--- config.mk ---
export PLATFORM = sky130hd
export DESIGN_NAME = control_unit_vec_flat
export DESIGN_NICKNAME = d
export VERILOG_FILES = /design/src/rtl/control_unit_vec_if.sv /design/src/rtl/control_unit_vec.sv /design/src/flat_wrapper.sv
export SDC_FILE = /design/constraint.sdc
export NUM_CORES = 1
export LEC_CHECK = 0
export CAP_MARGIN = 20
export CORE_MARGIN = 4
export CORE_UTILIZATION = 42
export DETAILED_ROUTE_END_ITERATION = 7
export PLACE_DENSITY = 0.89
export SETUP_SLACK_MARGIN = 0.02
export SLEW_MARGIN = 20
export SYNTH_ARGS = -nofsm -noshare
export SYNTH_HDL_FRONTEND = slang
export SYNTH_SLANG_ARGS = --single-unit
--- constraint.sdc ---
create_clock -name clk -period 2.1 [get_ports clk]
set_clock_uncertainty 0.1 [all_clocks]
set_input_delay 0.42 -clock clk [delete_from_list [all_inputs] [get_ports clk]]
set_output_delay 0.42 -clock clk [all_outputs]
set_load 0.01 [all_outputs]
--- src/rtl/control_unit_vec_if.sv ---
// Control unit bus: instruction handshake, ALU compare flag, memory beat
// handshake, and the decoded control outputs.
//   slave  : view used by control_unit_vec
//   master : view used by the instruction source / datapath
interface control_unit_vec_if #(
  parameter int unsigned LANES     = 4,
  parameter int unsigned MEM_PORTS = 1,
  parameter int unsigned ALUW      = 2
);
  localparam int unsigned BEATS = LANES / MEM_PORTS;
  localparam int unsigned BEATW = (BEATS > 1) ? $clog2(BEATS) : 1;

  logic             instr_valid;
  logic             instr_ready;
  logic [5:0]       opcode;
  logic             flag;
  logic             mem_ready;
  logic             mem_req;
  logic             mem_write;
  logic             reg_write;
  logic             pc_src;
  logic             add1_sel;
  logic             illegal;
  logic [LANES-1:0] lane_we;
  logic [BEATW-1:0] beat;
  logic [ALUW-1:0]  alu_control;
  logic [1:0]       source;

  modport slave (
    input  instr_valid, opcode, flag, mem_ready,
    output instr_ready, mem_req, mem_write, reg_write, pc_src, add1_sel,
           illegal, lane_we, beat, alu_control, source
  );

  modport master (
    output instr_valid, opcode, flag, mem_ready,
    input  instr_ready, mem_req, mem_write, reg_write, pc_src, add1_sel,
           illegal, lane_we, beat, alu_control, source
  );
endinterface

--- src/rtl/control_unit_vec.sv ---
// Vector control unit: accepts 6-bit opcodes, decodes them into a one-cycle
// EXEC step or a multi-beat MEM transfer, and drives per-lane write enables.
// Ports:
//   clk   - rising-edge clock
//   reset - asynchronous active-low reset
//   bus   - control_unit_vec_if.slave (handshake, flag, memory, decode outputs)
// Decode outputs are combinational from the latched opcode, state and
// mem_ready, so a load beat's lane enables line up with the accepted beat.
module control_unit_vec #(
  parameter int unsigned LANES     = 4,
  parameter int unsigned MEM_PORTS = 1,
  parameter int unsigned ALUW      = 2
) (
  input logic           clk,
  input logic           reset,
  control_unit_vec_if.slave bus
);
  localparam int unsigned BEATS = LANES / MEM_PORTS;
  localparam int unsigned BEATW = (BEATS > 1) ? $clog2(BEATS) : 1;
  localparam logic [LANES-1:0] PORT_MASK = LANES'({MEM_PORTS{1'b1}});

  localparam logic [1:0] CLS_DATA   = 2'b00;
  localparam logic [1:0] CLS_MEM    = 2'b01;
  localparam logic [1:0] CLS_BRANCH = 2'b10;
  localparam logic [1:0] CLS_ILL    = 2'b11;

  typedef enum logic [1:0] {IDLE, EXEC, MEM} state_t;

  state_t           state, state_nxt;
  logic [5:0]       instr_q;
  logic             flag_reg;
  logic [BEATW-1:0] beat_q;

  logic             cond, sub;
  logic [1:0]       cls, op;
  logic             accept_c, last_beat_c, cmp_exec_c;

  logic             instr_ready_c, mem_req_c, mem_write_c, reg_write_c;
  logic             pc_src_c, add1_sel_c, illegal_c;
  logic [LANES-1:0] lane_we_c;
  logic [ALUW-1:0]  alu_control_c;
  logic [1:0]       source_c;

  assign cond = instr_q[5];
  assign cls  = instr_q[4:3];
  assign op   = instr_q[2:1];
  assign sub  = instr_q[0];

  assign accept_c    = bus.instr_valid && (state != MEM);
  assign last_beat_c = (beat_q == BEATW'(BEATS - 1));
  assign cmp_exec_c  = (state == EXEC) && (cls == CLS_DATA) && (op == 2'b10) && sub;

  // State register
  always_ff @(posedge clk or negedge reset) begin
    if (!reset) state <= IDLE;
    else        state <= state_nxt;
  end

  // Latched opcode, compare flag and beat counter
  always_ff @(posedge clk or negedge reset) begin
    if (!reset) begin
      instr_q  <= '0;
      flag_reg <= 1'b0;
      beat_q   <= '0;
    end else begin
      if (accept_c)   instr_q  <= bus.opcode;
      if (cmp_exec_c) flag_reg <= bus.flag;
      if ((state == MEM) && bus.mem_ready)
        beat_q <= last_beat_c ? '0 : beat_q + BEATW'(1);
    end
  end

  // Next state and decode
  always_comb begin
    state_nxt     = state;
    instr_ready_c = (state != MEM);
    mem_req_c     = 1'b0;
    mem_write_c   = 1'b0;
    reg_write_c   = 1'b0;
    pc_src_c      = 1'b0;
    add1_sel_c    = 1'b0;
    illegal_c     = 1'b0;
    lane_we_c     = '0;
    alu_control_c = '0;
    source_c      = 2'b00;

    unique case (state)
      IDLE: ;
      EXEC: begin
        alu_control_c = ALUW'(op);
        source_c      = cls;
        unique case (cls)
          CLS_DATA: begin
            if (op != 2'b10) begin
              reg_write_c = 1'b1;
              lane_we_c   = '1;
            end
            add1_sel_c = (op == 2'b01);
          end
          CLS_BRANCH: pc_src_c  = !cond || flag_reg;
          CLS_ILL:    illegal_c = 1'b1;
          default: ;
        endcase
      end
      MEM: begin
        alu_control_c = ALUW'(op);
        source_c      = cls;
        mem_req_c     = 1'b1;
        mem_write_c   = !sub;
        if (sub && bus.mem_ready) begin
          reg_write_c = 1'b1;
          lane_we_c   = PORT_MASK << (MEM_PORTS * 32'(beat_q));
        end
        if (bus.mem_ready && last_beat_c) state_nxt = IDLE;
      end
      default: state_nxt = IDLE;
    endcase

    // An accept overrides the default return to IDLE from EXEC
    if (accept_c)           state_nxt = (bus.opcode[4:3] == CLS_MEM) ? MEM : EXEC;
    else if (state == EXEC) state_nxt = IDLE;
  end

  assign bus.instr_ready = instr_ready_c;
  assign bus.mem_req     = mem_req_c;
  assign bus.mem_write   = mem_write_c;
  assign bus.reg_write   = reg_write_c;
  assign bus.pc_src      = pc_src_c;
  assign bus.add1_sel    = add1_sel_c;
  assign bus.illegal     = illegal_c;
  assign bus.lane_we     = lane_we_c;
  assign bus.beat        = beat_q;
  assign bus.alu_control = alu_control_c;
  assign bus.source      = source_c;
endmodule
--- src/flat_wrapper.sv ---
// flat-port wrapper written by rule: the top's interface ports become plain ports
module control_unit_vec_flat 
#(
  parameter int unsigned LANES     = 4,
  parameter int unsigned MEM_PORTS = 1,
  parameter int unsigned ALUW      = 2
)
  (clk, reset, bus_instr_valid, bus_opcode, bus_flag, bus_mem_ready, bus_instr_ready, bus_mem_req, bus_mem_write, bus_reg_write, bus_pc_src, bus_add1_sel, bus_illegal, bus_lane_we, bus_beat, bus_alu_control, bus_source);
  control_unit_vec_if #(.LANES(LANES), .MEM_PORTS(MEM_PORTS), .ALUW(ALUW)) bus_i ();
  input logic clk;
  input logic reset;
  input wire logic [$bits(bus_i.instr_valid)-1:0] bus_instr_valid;
  input wire logic [$bits(bus_i.opcode)-1:0] bus_opcode;
  input wire logic [$bits(bus_i.flag)-1:0] bus_flag;
  input wire logic [$bits(bus_i.mem_ready)-1:0] bus_mem_ready;
  output wire logic [$bits(bus_i.instr_ready)-1:0] bus_instr_ready;
  output wire logic [$bits(bus_i.mem_req)-1:0] bus_mem_req;
  output wire logic [$bits(bus_i.mem_write)-1:0] bus_mem_write;
  output wire logic [$bits(bus_i.reg_write)-1:0] bus_reg_write;
  output wire logic [$bits(bus_i.pc_src)-1:0] bus_pc_src;
  output wire logic [$bits(bus_i.add1_sel)-1:0] bus_add1_sel;
  output wire logic [$bits(bus_i.illegal)-1:0] bus_illegal;
  output wire logic [$bits(bus_i.lane_we)-1:0] bus_lane_we;
  output wire logic [$bits(bus_i.beat)-1:0] bus_beat;
  output wire logic [$bits(bus_i.alu_control)-1:0] bus_alu_control;
  output wire logic [$bits(bus_i.source)-1:0] bus_source;
  assign bus_i.instr_valid = bus_instr_valid;
  assign bus_i.opcode = bus_opcode;
  assign bus_i.flag = bus_flag;
  assign bus_i.mem_ready = bus_mem_ready;
  assign bus_instr_ready = bus_i.instr_ready;
  assign bus_mem_req = bus_i.mem_req;
  assign bus_mem_write = bus_i.mem_write;
  assign bus_reg_write = bus_i.reg_write;
  assign bus_pc_src = bus_i.pc_src;
  assign bus_add1_sel = bus_i.add1_sel;
  assign bus_illegal = bus_i.illegal;
  assign bus_lane_we = bus_i.lane_we;
  assign bus_beat = bus_i.beat;
  assign bus_alu_control = bus_i.alu_control;
  assign bus_source = bus_i.source;
  control_unit_vec #(.LANES(LANES), .MEM_PORTS(MEM_PORTS), .ALUW(ALUW)) u_core (.clk(clk), .reset(reset), .bus(bus_i));
endmodule
---- After elaboration in Yosys (flattened, before gate mapping) ----
Cells that the tools add are included.
operators by class
  eq/ne operators ......................... 12
  mux-type cells .......................... 24
  reduce and logical (&&, ||, !) cells .... 14
  add/sub/neg operators ................... 1
  shift operators ......................... 1
operators by type and width
  cell                 count
  $mux 2               7
  $mux 4               3
  $mux 1               11
  $eq 2x2->1 const B   5
  $pmux 4 s2           1
  $logic_and 1x1->1    7
  $eq 2x1->1 const B   3
  $logic_not 2->1      2
  $ne 2x2->1 const B   2
  $ne 4x2->1 const B   1
  $pmux 2 s2           1
  $shl 1x2->4 const A  1
  $ne 3x1->1 const B   1
  $add 2x1->2 const B  1
  $logic_not 1->1      2
  $pmux 1 s2           1
  $reduce_and 2->1     1
  $reduce_or 2->1      1
  $logic_or 1x1->1     1
storage, ports and cells
  output and inout port bits .............. 17
  input bits .............................. 11
  register bits ........................... 11
  logic and storage cells ................. 56

---- Logic depth before layout (Yosys ltp) ----
  word-level depth ........................ 6
  mapped depth ............................ 6

---- Least setup slack after synthesis ----
No wires, ideal clock.
  path type ............................... reg2out
  from .................................... register u_core.state[1]
  to ...................................... output port bus_lane_we[0]
  path slack .............................. 268 ps
  required time ........................... 1580 ps
  cell stages (with the launch flop) ...... 6
  arrival ................................. 1312 ps
  cell sequence ........................... dfrtp_1 > inv_1 > ha_1 > nor3b_2 > o21ai_0 > a21boi_0
between the ends
  longest elaborated chain between the ends .. 2
  elaborated cells on any way between the ends .. 3
ends and longest elaborated chain
  element                                   RTL line                text
  from (decl)                               control_unit_vec.sv:29  state_t state, state_nxt;
  from (signal assigned)                    control_unit_vec.sv:56  else state <= state_nxt;
  $eq 2x2->1 or $eq 2x1->1 (tied branches)  control_unit_vec.sv:87  unique case (state)
  $pmux 4 s2 *                              control_unit_vec.sv:87
  to (decl)                                 flat_wrapper.sv:23      output wire logic [$bits(bus_i.lane_we)-1:0] bus_lane_we;
Mark *: on every way between the ends. The rest lies on a longest branch, timed or not.

---- Worst setup path after layout ----
  from .................................... register u_core.state[1]
  to ...................................... output port bus_add1_sel
between the ends
  longest elaborated chain between the ends .. 2
ends and longest elaborated chain
  element     RTL line                text
  $eq 2x1->1  control_unit_vec.sv:87
  $mux 1      control_unit_vec.sv:87
  to (decl)   flat_wrapper.sv:21      output wire logic [$bits(bus_i.add1_sel)-1:0] bus_add1_sel;
No other way between the ends.

==> results.md <==
- P per Cell Area: 705 nW/um^2
- DRC viols: 0
- Fillers: 125
- Sequential share of the synthesized area: 0.386
- Top Metal Used: met4
- Routed WL: 1750 um
- Syn avg cell area: 10.0 um^2
- Starting Density: 0.457
- Detail Route met2 WL: 938 um
- Worst-Margin Slew: 506 ps
- Data arrival time of the worst path: 1540 ps
- Gr usage total: 0.165
- YS warnings: 0
- Number of I/O port buffers: 27
- Clk Latency, worst-skew pair: 270 ps
- Outcome: finished clean
- CTS Root Cell: clkbuf_4
- Hold_buf cts: 0
- Fin. max-slew vios: 0
- Worst EP required: 1580 ps
- Fin nets: 130
- HP Class: in2async
- Num CTS Buffers: 3
- Slew margin rel.: 0.661
- Drt pass-1 iters: 4
- Fin crit period: 2060 ps
- Syn_nets: 90
- Setup crit end kind: primary output
- Die Y: 49.2 um
- Register-to-register setup slack: 270 ps
- Post-synthesis instance total: 71
- Largest net degree at the start of global routing: 12
- Gpl congestion: 0.688
- Yosys top cell area share: 0.386
- Rows: 14
- Crit-path max cell delay: 400 ps
- Endpoints failing setup: 0
- Vias in the first global route: 718
- Ports: 28
- Top area cells in the synthesized netlist: dfrtp_1 39%, ha_1 14%, mux2_2 9.5%
- Clock Sinks: 11
- Critical Path Fanout Max: 3
- Routed wl met3: 96 um
- Leak pwr: 0.517 nW
- VDD IR-drop max: 0.508 mV
- DR vias/cell: 5.03
- Initial DRC count: 10
- Synth cell types: 25
- Hold Fails Final Rpt: 0
- DR vias: 634
- Initial antenna violation count: 0
- N_diodes: 0
- Startpoint Class: flop
- Die width: 49.2 um
- Clk buf depth: 2
- Multi-input gate area: 449 um^2
- RSZ-0062 raised after global routing: yes
- Layout cell share with drive strength beyond 1: 0.364
- Reg clk slew, reported paths: 70 ps
- Fin crit share: 0.982
- Die footprint: 2420 um^2
- M1 WL: 675 um
- Biggest register: u_core.instr_q
- Worst Hold Slack: 387 ps
- Critical-path cell with the highest stage delay: dfrtp_1
- Max-cap violations: 0
- Achievable frequency: 485 MHz
- ANT nets after route: 0
- WL per Instance: 13.9 um
- Placed Cells: 122
- Post-CTS Setup Inserts: 0
- Max FFs per register: 6
- Area Growth Syn to Fin: 51.8%
- Crit Path Category: reg2out
- Largest delay share family, worst path: simple AND/OR/NAND/NOR gates
- Layout Cells excl Fill: 126
- First-pass GRT wire length: 3060 um
- Number of synthesized register bits: 11
- Area leader, netlist: dfrtp_1
- Reg area: 275 um^2
- Total power: 0.763 mW
- Post-synthesis cell area: 713 um^2
- Core ar.: 1560 um^2
- CTS tree: built
- Cells along the critical path: inv_2, ha_4, nor3b_4, and3_2, clkdlybuf4s15_2
- H-Tree Depth: 1
- Hpwl dp: 1350 um
- Worst Path Buf+Inv: 2
- Overflow after GRT: 0
[worst paths after layout]
check / start / end / cells after the start
max: u_core.state[1]$_DFFE_PN0P_ / bus_add1_sel / 5
min reg2reg: u_core.flag_reg$_DFFE_PN0P_ / u_core.flag_reg$_DFFE_PN0P_ / 1
min in group clk: u_core.flag_reg$_DFFE_PN0P_ / u_core.flag_reg$_DFFE_PN0P_ / 1
min: reset / u_core.bus.beat[0]$_DFFE_PN0P_ / 1
max reg2reg: u_core.state[0]$_DFFE_PN0P_ / u_core.instr_q[0]$_DFFE_PN0P_ / 5
max in group asynchronous: reset / u_core.instr_q[5]$_DFFE_PN0P_ / 1
[layer usage]
layer,vias to the layer above,track usage
li1,322,-
met1,289,0.171
met2,19,0.306
met3,4,0.0367
met4,0,0.0853
met5,-,0
[metrics by stage]
| step | utilization | worst slack (ps) | cell area, um^2 | setup TNS (ps) |
|---|---|---|---|---|
| final | 0.694 | 38.2 | 1080 | 0 |
| after CTS | 0.694 | -6.85 | 1080 | -6.85 |
| after global placement | 0.684 | -274 | 1070 | -1310 |
| after global routing | 0.694 | -45.4 | 1080 | -250 |
| after detailed placement | 0.684 | -315 | 1070 | -1640 |
| after floorplan | - | 268 | 713 | 0 |
[Yosys cell counts]
library cell  count
nand2b_1          1
and3_2            2
nand3_1           1
and2_2            1
nor3_1            2
ha_1              8
a21boi_0          6
a21o_1            1
nand4_1           1
nand2_1           8
inv_1             7
and3_1            1
mux2_1            1
dfrtp_1          11
and2_1            3
o21ai_0           2
o22ai_1           1
buf_2             1
nor2_1            1
o21bai_1          1
nor2b_1           2
nor3b_2           1
o32ai_1           1
mux2_2            6
nand4b_1          1
[layout by cell type (no fill, tap or decap), types with 2 or more instances in the layout]
cell type,Yosys,layout
buf_2,1,5
and3_2,2,2
nand2_1,8,8
nor2b_1,2,2
nor3_1,2,2
dlygate4sd2_1,0,3
and2_1,3,3
buf_4,0,9
ha_1,8,5
clkbuf_2,0,5
mux2_2,6,6
ha_4,0,2
dfrtp_1,11,11
inv_1,7,5
inv_2,0,2
clkbuf_4,0,3
clkdlybuf4s50_1,0,12
a21boi_1,0,5
[layout make-up]
cell class,instances,share of cell area
clock buffers,4,0.0243
inverters,7,0.0243
multi-input cells,52,0.415
flip-flops and latches,11,0.254
well taps,16,0.0185
repair buffers,36,0.264
[worst register-to-register path: cells and delay by family (launching register included)]
family / cells / cell delay (ps)
flip-flops: 1 / 440
multiplexers: 1 / 390
adder cells (fa/ha/maj): 1 / 190
AND/OR/NAND/NOR: 1 / 360
buffers and inverters: 2 / 240
[where the power goes]
| group | switching (mW) | internal (mW) | leakage (nW) |
|---|---|---|---|
| Combinational | 0.136 | 0.175 | 0.370 |
| Sequential | 0.0501 | 0.257 | 0.132 |
| Clock | 0.0712 | 0.0736 | 0.0150 |
| Total | 0.257 | 0.506 | 0.517 |
[cell families (layout without fill, tap and decap cells)]
kind of cell	after synthesis	count (layout)	share of synthesized area
adder cells (fa/ha/maj)	8	8	0.140
AND/OR/NAND/NOR	25	25	0.200
flip-flops	11	11	0.386
AO/OA/AOI/OAI	12	12	0.119
multiplexers	7	7	0.111
buffers and inverters	8	47	0.0439
[timing repair]
item,in CTS,in global routing
endpoints found under the setup margin,15,14
hold endpoints to repair,0,0
pin swaps,0,2
gates resized for setup,40,19
No activity file was read; power rests on OpenSTA's default activity.
==> RTL change 1: new RTL, config.mk and constraints unchanged <==
`LANES` is set to 4 in 3 places; all go to 2.
--- a/src/rtl/control_unit_vec_if.sv
+++ b/src/rtl/control_unit_vec_if.sv
@@ -4,5 +4,5 @@
 //   master : view used by the instruction source / datapath
 interface control_unit_vec_if #(
-  parameter int unsigned LANES     = 4,
+  parameter int unsigned LANES     = 2,
   parameter int unsigned MEM_PORTS = 1,
   parameter int unsigned ALUW      = 2
--- a/src/rtl/control_unit_vec.sv
+++ b/src/rtl/control_unit_vec.sv
@@ -8,5 +8,5 @@
 // mem_ready, so a load beat's lane enables line up with the accepted beat.
 module control_unit_vec #(
-  parameter int unsigned LANES     = 4,
+  parameter int unsigned LANES     = 2,
   parameter int unsigned MEM_PORTS = 1,
   parameter int unsigned ALUW      = 2
--- a/src/flat_wrapper.sv
+++ b/src/flat_wrapper.sv
@@ -2,5 +2,5 @@
 module control_unit_vec_flat 
 #(
-  parameter int unsigned LANES     = 4,
+  parameter int unsigned LANES     = 2,
   parameter int unsigned MEM_PORTS = 1,
   parameter int unsigned ALUW      = 2
Ports: changed (resized bus_beat and bus_lane_we); port bits go from 28 to 25. The function was not compared with the original's and may differ.
==> RTL change 1 against the unedited design <==
- core utilization grew 3.5 points
- count of clock-buffer cells in the layout is the same
- wire length shrank 1.5%
- sequential cell count shrank 1
- total power shrank 13%
- clock power grew 22%
- cell area shrank 10%
- non-clock buffer count shrank 4
- synthesized cell count is the same
- setup slack gained 55 ps
- synthesized area shrank 14%
- global-route usage grew 1.6 points
- largest cell class unchanged
- largest power group is now sequential cells
- highest routed layer unchanged
==> RTL change 1: results (changes against the unedited design) <==
io_buffers: 24  # -11%
dp_slack_ps: -440  # -125 ps
yosysSeqAreaShare_pct: 41.0  # +2.4 points
synthMuxAreaShare_pct: 1.84  # -9.2 points
synthTopCellsByCount: "nand2_1 (23), dfrtp_1 (10), ha_1 (5)"
post-cts-setup-buffer-count: 1  # +1
ys_types: 23  # -8.0%
crit_end: "bus_reg_write"
gr-usage-all-layers_pct: 18.2  # +1.6 points
cp_max_fo: 7  # +4
arrival_ps: 1490  # -50 ps
place.gp.congestion: 0.741  # +7.7%
slowest_stage: "dfrtp_2"
synth.area.top_cells: "dfrtp_1 (41%), nand2_1 (14%), ha_1 (10%)"
synth_fa_ha_area_share_pct: 10.2  # -3.8 points
grt_pass1_vias: 619  # -14%
stdcell_count: 120  # -4.8%
grt_max_degree: 11  # -1
synthMostInstantiatedCell: "nand2_1"
routed_via_density: 5.04  # +0.20%
regToRegStartpoint: "u_core.state[1]"
power.switching_mw: 0.207  # -20%
dp.cells: 114  # -6.6%
run_status: "finished, final reports clean"
synth_nets: 87  # -3.3%
n_antenna_cell: 0  # unchanged
max_slew_margin_pct: 66.0  # -0.099 points
r2r_end: "u_core.flag_reg"
ff2ff_path_depth: 6  # +1
drive_gt1_share_pct: 29.5  # -6.8 points
grt_pass1_wl_um: 2740  # -11%
routed_wl_um: 1730  # -1.5%
min_period_ps: 2010  # -54.9 ps
fillers: 106  # -15%
p_leak_nw: 0.481  # -6.9%
drt_pass1_iterations: 4  # unchanged
slowest_delay_ps: 410
drtIter0Drc: 13  # +3
antenna_found_initial: 0  # unchanged
cts_resized: 35  # -13%
vdd_drop_max_mv: 0.377  # -26%
dp_hpwl_um: 1270  # -5.8%
synth_xor_xnor_area_share_pct: 1.43  # +1.4 points
synth_compound_area_share_pct: 8.61  # -3.3 points
[RTL change 1: changes by cell type after synthesis, sizes merged, moves of 2 or more]
cell,delta
a21boi,-2
and3,-2
clkbuf,+2
ha,-3
inv,-4
mux2,-6
nand2,+15
nor2b,+2
o21ai,-2
[RTL change 1: kinds of logic (layout without fill, tap and decap cells)]
kind of cell,after synthesis,after routing
fa+ha+maj,5,5
xor+xnor,1,1
compound gates,7,7
mux,1,1
buf+inv,5,39
flops,10,10
simple gates,42,42
[RTL change 1: power groups by stage]
stage	clock (mW)	sequential (mW)	combinational, mW
after floorplan	0	0.263	0.0934
final	0.177	0.263	0.220
after global placement	0	0.261	0.206
after global routing	0.183	0.269	0.242
after detailed placement	0	0.263	0.215
after CTS	0.177	0.259	0.219
[RTL change 1: worst max-delay path, delay by kind of cell (launching register included)]
family                   cells  cell delay [ps]
buffers and inverters        3              360
flip-flops                   1              410
AO/OA/AOI/OAI                1              160
adder cells (fa/ha/maj)      1              290
[RTL change 1: per-layer routing]
layer  track usage (%)  wire length [um]  vias to the layer above
met3              1.17                90                        7
met5                 0                 0                        -
met4              9.09                72                        0
met2              31.9               840                       23
met1              22.1               724                      276
li1                  -                 -                      299
[RTL change 1: stage by stage]
step	hold WS (ps)	setup TNS, ps	area (sq um)	util [%]	total power [mW]
after floorplan	24.4	0	611	-	0.356
after global placement	363	-742	907	68.0	0.467
after detailed placement	360	-983	907	68.0	0.477
after CTS	376	-17.1	958	71.9	0.656
after global routing	405	0	972	72.9	0.694
final	371	0	972	72.9	0.660
[RTL change 1: layout make-up]
class | instances | share of cell area, %
sequential | 10 | 25.9
multi-input combinational | 56 | 40.5
timing repair buffer | 32 | 26.8
clock buffer | 4 | 3.73
inverter | 3 | 1.16
tap | 15 | 1.93
==> RTL change 2: new RTL, same flow settings <==
Without the edit above. Re-encode `state_t` (3 states) as one-hot, 3 bits wide.
--- a/src/rtl/control_unit_vec.sv
+++ b/src/rtl/control_unit_vec.sv
@@ -25,5 +25,5 @@
   localparam logic [1:0] CLS_ILL    = 2'b11;
 
-  typedef enum logic [1:0] {IDLE, EXEC, MEM} state_t;
+  typedef enum logic [2:0] {IDLE = 3'b001, EXEC = 3'b010, MEM = 3'b100} state_t;
 
   state_t           state, state_nxt;
Function: same outputs for any inputs over 10 cycles, from zero or initial values and one cycle with reset low; not proved beyond that.
==> RTL change 2 against the unedited design <==
- the run now ends with setup timing left
- non-clock buffer count rose by 5
- sequential cell count rose by 1
- maximum frequency fell by 4.8%
- hold slack improved by 12 ps
- setup slack got worse by 100 ps
- wire length rose by 6.8%
- synthesized cell count fell by 14%
- synthesized area fell by 3.2%
- total power rose by 4.4%
- cell area rose by 3.0%
==> RTL change 2: results (changes against the unedited design) <==
run_status: "finished, violations left"
violations: "setup timing"
routed_via_density: 5.13  # +2.0%
power.switching_mw: 0.260  # +0.82%
synth_compound_area_share_pct: 7.07  # -4.9 points
dp_slack_ps: -276  # +38.4 ps
grt_pass1_vias: 613  # -15%
drive_gt1_share_pct: 51.4  # +15 points
placed_cell_area_sq_mm: 0.00104  # -2.7%
synth_fa_ha_area_share_pct: 7.25  # -6.8 points
finalInstanceArea_sq_mm: 0.00111  # +3.0%
use_met1_pct: 15.8  # -1.3 points
max_slew_margin_pct: 63.5  # -2.6 points
grt_pass1_wl_um: 2860  # -6.8%
setup_viol: 4  # +4
pg_comb_mw: 0.319  # +3%
p_clk_mw: 0.150  # +3%
syn_inst: 61  # -14%
ys_types: 26  # +4.0%
post-cts-setup-buffer-count: 5  # +5
gr-usage-all-layers_pct: 15.4  # -1.2 points
synth_nets: 76  # -16%
routed_wl_um: 1870  # +6.8%
gr-usage-met3_pct: 4.60  # +0.93 points
setup_ws_ps: -65.9  # -104 ps
-- RTL change 2: changes by cell type in the layout (fill, tap and decap cells not counted), sizes merged, moves of 3 or more --
cell / unedited run / this run
ha: 8 / 4
clkbuf: 9 / 6
a21boi: 6 / 0
nor2: 1 / 5
nand2: 8 / 3
a21o: 1 / 4
inv: 7 / 2
buf: 14 / 25
-- RTL change 2: layout make-up --
cell class	instances	share of cell area [%]
clock buffer	4	2.36
inverter	3	1.46
multi-input combinational	45	36.1
sequential	12	27.0
tap	16	1.80
timing repair buffer	41	31.2
-- RTL change 2: path summary, 6_finish.rpt --
check,startpoint,to,cells past startpoint
worst max-delay path,u_core.state[1],bus_lane_we[0],6
worst min-delay path,reset,u_core.instr_q[3],1
worst max register to register,u_core.state[1],u_core.instr_q[1],4
worst min register to register,u_core.instr_q[5],u_core.instr_q[5],1
max in group asynchronous,reset,u_core.state[0],1
min in group clk,u_core.instr_q[5],u_core.instr_q[5],1
